### src/rtl/tlu_pkg.sv
// Shared types for the TLU trigger recorder: word tags, FSM states and
// the capture record layout.
package tlu_pkg;

    localparam logic [3:0] TAG_W0 = 4'h8;
    localparam logic [3:0] TAG_W1 = 4'h1;
    localparam logic [3:0] TAG_W2 = 4'h2;
    localparam logic [3:0] TAG_W3 = 4'h3;

    localparam int REC_W = 104;

    typedef enum logic [2:0] {
        IDLE = 3'd0,
        W0   = 3'd1,
        W1   = 3'd2,
        W2   = 3'd3,
        W3   = 3'd4
    } state_t;

    typedef struct packed {
        logic [63:0] ts;
        logic [31:0] id;
        logic [7:0]  lost;
    } rec_t;

endpackage

### src/rtl/tlu_trig_record_buf.sv
// Capture buffer: small synchronous FIFO of trigger records.
// A push is accepted while full if a pop happens in the same cycle.
module tlu_trig_record_buf
    import tlu_pkg::*;
#(
    parameter int DEPTH = 2
) (
    input  logic                     SYS_CLK,
    input  logic                     SYS_RST,
    input  logic                     push,
    input  logic                     pop,
    input  rec_t                     wdata,
    output rec_t                     head,
    output logic                     full,
    output logic                     empty,
    output logic [$clog2(DEPTH):0]   count
);

    localparam int AW = $clog2(DEPTH);

    rec_t          mem [DEPTH];
    logic [AW-1:0] wr_ptr;
    logic [AW-1:0] rd_ptr;
    logic          do_push;
    logic          do_pop;

    assign full    = (count == (AW+1)'(DEPTH));
    assign empty   = (count == '0);
    assign do_pop  = pop && !empty;
    assign do_push = push && (!full || do_pop);
    assign head    = mem[rd_ptr];

    always_ff @(posedge SYS_CLK) begin
        if (SYS_RST) begin
            wr_ptr <= '0;
            rd_ptr <= '0;
            count  <= '0;
        end else begin
            if (do_push)
                wr_ptr <= wr_ptr + 1'b1;
            if (do_pop)
                rd_ptr <= rd_ptr + 1'b1;
            unique case ({do_push, do_pop})
                2'b10:   count <= count + 1'b1;
                2'b01:   count <= count - 1'b1;
                default: count <= count;
            endcase
        end
    end

    always_ff @(posedge SYS_CLK) begin
        if (do_push)
            mem[wr_ptr] <= wdata;
    end

endmodule

### src/rtl/tlu_trig_recorder.sv
// Records accepted TLU triggers and streams each one out as four
// 32-bit FIFO words; counts triggers dropped on a full buffer.
module tlu_trig_recorder
    import tlu_pkg::*;
#(
    parameter int BUF_DEPTH = 2
) (
    input  logic        SYS_CLK,
    input  logic        SYS_RST,
    input  logic        ENABLE,
    input  logic        TRIG,
    input  logic [63:0] TIME_STAMP,
    input  logic [31:0] TRIG_ID,
    input  logic        FIFO_FULL,
    output logic        FIFO_WRITE,
    output logic [31:0] FIFO_DATA,
    output logic [7:0]  LOST_CNT,
    output logic        BUSY
);

    localparam int CW = $clog2(BUF_DEPTH) + 1;

    state_t        state;
    state_t        state_nxt;
    rec_t          head;
    rec_t          rec_in;
    logic          buf_full;
    logic          buf_empty;
    logic [CW-1:0] buf_cnt;
    logic          trig_ok;
    logic          push;
    logic          pop;
    logic [31:0]   word;
    logic          unused_id_hi;

    assign trig_ok    = TRIG && ENABLE && !SYS_RST;
    assign FIFO_WRITE = (state != IDLE) && !FIFO_FULL && !SYS_RST;
    assign pop        = FIFO_WRITE && (state == W3);
    assign push       = trig_ok && (!buf_full || pop);
    assign rec_in     = {TIME_STAMP, TRIG_ID, LOST_CNT};
    assign BUSY       = !buf_empty || (state != IDLE);
    assign FIFO_DATA  = SYS_RST ? '0 : word;

    assign unused_id_hi = ^head.id[31:28];

    tlu_trig_record_buf #(
        .DEPTH (BUF_DEPTH)
    ) u_buf (
        .SYS_CLK (SYS_CLK),
        .SYS_RST (SYS_RST),
        .push    (push),
        .pop     (pop),
        .wdata   (rec_in),
        .head    (head),
        .full    (buf_full),
        .empty   (buf_empty),
        .count   (buf_cnt)
    );

    always_ff @(posedge SYS_CLK) begin
        if (SYS_RST)
            state <= IDLE;
        else
            state <= state_nxt;
    end

    // Next event follows W3 directly if one is still queued after the pop
    always_comb begin
        state_nxt = state;
        unique case (state)
            IDLE: if (!buf_empty) state_nxt = W0;
            W0:   if (FIFO_WRITE) state_nxt = W1;
            W1:   if (FIFO_WRITE) state_nxt = W2;
            W2:   if (FIFO_WRITE) state_nxt = W3;
            W3: begin
                if (FIFO_WRITE)
                    state_nxt = (buf_cnt > CW'(1) || push) ? W0 : IDLE;
            end
            default: state_nxt = IDLE;
        endcase
    end

    always_comb begin
        word = '0;
        unique case (state)
            W0:      word = {TAG_W0, head.id[27:0]};
            W1:      word = {TAG_W1, head.ts[27:0]};
            W2:      word = {TAG_W2, head.ts[55:28]};
            W3:      word = {TAG_W3, 12'h000, head.lost, head.ts[63:56]};
            default: word = '0;
        endcase
    end

    always_ff @(posedge SYS_CLK) begin
        if (SYS_RST)
            LOST_CNT <= '0;
        else if (trig_ok && !push && LOST_CNT != 8'hFF)
            LOST_CNT <= LOST_CNT + 8'd1;
    end

endmodule

### config.mk
export PLATFORM = sky130hd
export DESIGN_NAME = tlu_trig_recorder
export DESIGN_NICKNAME = d
export VERILOG_FILES = /design/src/rtl/tlu_pkg.sv /design/src/rtl/tlu_trig_record_buf.sv /design/src/rtl/tlu_trig_recorder.sv
export SDC_FILE = /design/constraint.sdc
export NUM_CORES = 1
export LEC_CHECK = 0
export CORE_ASPECT_RATIO = 0.9
export CORE_MARGIN = 2
export CORE_UTILIZATION = 35
export CTS_CLUSTER_SIZE = 20
export DETAILED_ROUTE_END_ITERATION = 10
export DONT_BUFFER_PORTS = 1
export PLACE_DENSITY_LB_ADDON = 0.25
export SYNTH_ARGS = -nofsm -noshare
export SYNTH_HDL_FRONTEND = slang
export SYNTH_SLANG_ARGS = --single-unit
### constraint.sdc
create_clock -name SYS_CLK -period 8.18 [get_ports SYS_CLK]
set_input_delay 0.818 -clock SYS_CLK [delete_from_list [all_inputs] [get_ports SYS_CLK]]
set_output_delay 0.818 -clock SYS_CLK [all_outputs]
set_load 0.05 [all_outputs]
==> flow_summary.toml <==
[grt]
grt_pass1_wl_mm = 27.5
grt_max_degree = 54
first_global_vias = 4635
antenna_found_initial = 0
grt_usage = 0.140
overflow = 0

[setup_path]
crit_arrival_ns = 3.27
path_buf_inv = 1
critPathKind = "reg -> out"
crit_family = "compound AO/OA/AOI/OAI gates"
critPathMaxFanout = 53
max_stage_delay_ns = 0.84
critPathLaunchType = "register"
crit_slowest_cell = "dfxtp_4"
crit_chain = "buf_4 > mux2i_1 > o22ai_1 > o21a_1"
r2r_slack_ns = 4.89
critPathCaptureType = "output port"
required_ns = 7.36

[routing]
drtAntennaViolNets = 0
drc_errors = 0
dr.pass1.iters = 5
wl_per_cell_um = 21.4
routed_via_density = 5.27
vias = 4513
first_iter_violations = 263
drt_wl_total_mm = 18.3

[logic_synthesis]
synth_top_area_share = 0.700
synth-compound-area-share = 0.0970
synth_xor_area_frac = 0.00409
synthFlopType = "edfxtp_1"
yosysWarnings = 0
yosys.area_share.simple = 0.0381
synth.net_count = 637
synth_area_sq_um = 8570
synth_largest_area_cell = "edfxtp_1"
synth.area.mux_share = 0.0924
ys_seq_area_frac = 0.738
synth_area_leaders = "edfxtp_1 70%, mux2i_1 9.1%, dfxtp_1 3.7%, o21a_1 2.5%, o22ai_1 2.3%"
synth-seq-cells = 216
synthArstFlopShare = 0
yosysUniqueCellTypes = 38
synthAdderAreaFrac = 0.00730
avgSynthCellArea_sq_um = 16.1
syn_inst = 531
synth_top_family_by_area = "compound AO/OA/AOI/OAI gates"
synth_edf_count = 200

[power]
p_total_w = 0.00232
switching_share = 0.217
pwr-share-comb = 0.051
internal_power_w = 0.00182
p_sw_w = 0.000505
power-per-cell-area_nw_per_um2 = 242
p_leak_nw = 2.87
ir_worst_vdd_uv = 104
clkPwrFrac = 0.415
seqPwrFrac = 0.535

[worst_hold_path]
min_path_type = "in -> reg"

[sta]
min_period_over_period = 0.499
maxSlewHeadroom = 0.269
period_minus_slack_ns = 4.08
tightest_slew_ns = 1.09
fmax_mhz = 245
tns_ns = 0
maxSlewViolCount = 0
setup-violations-final = 0
rsz0062_at_grt = "false"
fin_skew_ns = 0.0107
hold_viol = 0

[floorplanning]
initial_core_util = 0.354
core_area_sq_um = 24200
fp.dieH_um = 152
io_pins = 143
die_area_sq_um = 25800
dieWidth_um = 169
rows = 54

[layout]
final_cell_mix = "200 x edfxtp_1, 78 x mux2i_1, 32 x o22ai_1, 29 x o21a_1, 28 x nor2_1"
nets = 639
diodes = 0
final_cells = 856
drive_above_1_share = 0.0949
area_growth_pct = 11.9
stdcell_area_sq_um = 9600
layout_commonest_cell = "edfxtp_1"

[cts]
cts_setup_buffers = 0
h-tree-depth = 1
cts_num_sinks = 216
clkTransAtPathRegs_ns = 0.06
cts_tree = "built"
post_cts_resized = 0
clkLatencyLatePin_ns = 0.50
cts_root_buffer = "clkbuf_16"
cts.path.max_buffers = 3
numCtsBuffers = 25
ctsHoldBuffers = 0

[placed_design]
hpwl_mm = 11.6
io_buffers = 0
place_congestion = 0.761
placed_cells = 814
dpl_cell_area_sq_um = 8880

[job]
max_cap_viol_count = 0

[outcome]
status = "completed"
==> path summary, 6_finish.rpt <==
kind | startpoint | to | cells past startpoint
worst min register to register | u_buf.rd_ptr | u_buf.rd_ptr | 2
worst max-delay path | register | FIFO_DATA[11] | 4
worst min-delay path | SYS_RST | LOST_CNT[6] | 1
worst max register to register | state[2] | u_buf.mem[1][94] | 6
==> worst reg2reg max path, cell delays in order, from the launching register on <==
cell      delay (ns)
dfxtp_1         0.60
nor3b_4         0.35
nand3b_1        0.19
a21o_1          0.31
nor2_4          0.10
buf_4           0.54
buf_4           0.76
==> final cells by class <==
type,instances,area (sq um)
Clock inverter,13,70.1
Tap cell,308,385
Fill cell,2207,14600
Timing Repair Buffer,9,67.6
Sequential cell,216,6330
Multi-Input combinational cell,273,2070
Inverter,8,30.0
Clock buffer,29,641
==> through the flow <==
stage                     worst slack [ns]   util  hold WS [ns]
after floorplan                       1.93      -         0.450
after global placement                4.58  0.367         0.489
after detailed placement              4.55  0.367         0.491
after CTS                             4.00  0.397         0.359
after global routing                  3.83  0.397         0.362
final                                 4.10  0.397         0.386
==> power groups by stage <==
| stage | sequential [W] | clock [W] | combinational, W |
|---|---|---|---|
| floorplan | 0.00126 | 0 | 0.0000955 |
| global placement | 0.00127 | 0 | 0.000117 |
| detailed placement | 0.00127 | 0 | 0.000119 |
| CTS | 0.00124 | 0.000993 | 0.000119 |
| global route | 0.00125 | 0.00104 | 0.000128 |
| finish | 0.00124 | 0.000964 | 0.000117 |
==> flip-flops by register name, summed over array words and instances (netlist names), named ones only <==
name          count
LOST_CNT          8
u_buf.wr_ptr      1
state             3
u_buf.rd_ptr      1
u_buf.mem       200
u_buf.count       2
==> routing by layer <==
layer	vias up	track usage	part of all wire	wire, um
met4	0	0.0399	0.024	439
met1	2241	0.180	0.42	7710
met5	-	0	0	0
li1	2108	-	-	-
met3	28	0.0413	0.076	1390
met2	136	0.232	0.48	8790
==> synth_stat cells, types with 2 or more instances <==
cell / n
xor2_1: 3
mux2i_1: 78
nand2_1: 6
dfxtp_1: 16
inv_1: 8
nor3_1: 4
or3_1: 2
nor3b_2: 2
o22ai_1: 32
nand3_1: 4
clkbuf_1: 10
o31ai_1: 4
nand3b_1: 4
a21oi_1: 23
buf_4: 4
buf_2: 19
edfxtp_1: 200
o21ai_0: 3
or4_1: 5
o41ai_1: 2
ha_1: 5
nor2_1: 30
a22oi_1: 12
o21a_1: 29
a221oi_1: 13
==> logic make-up after synthesis <==
| kind of cell | Yosys count |
|---|---|
| flops | 216 |
| compound gates | 122 |
| mux | 79 |
| simple gates | 62 |
| buf+inv | 42 |
| fa+ha+maj | 5 |
| xor+xnor | 4 |
| other cells | 1 |
(Power assumes the default switching activity.)
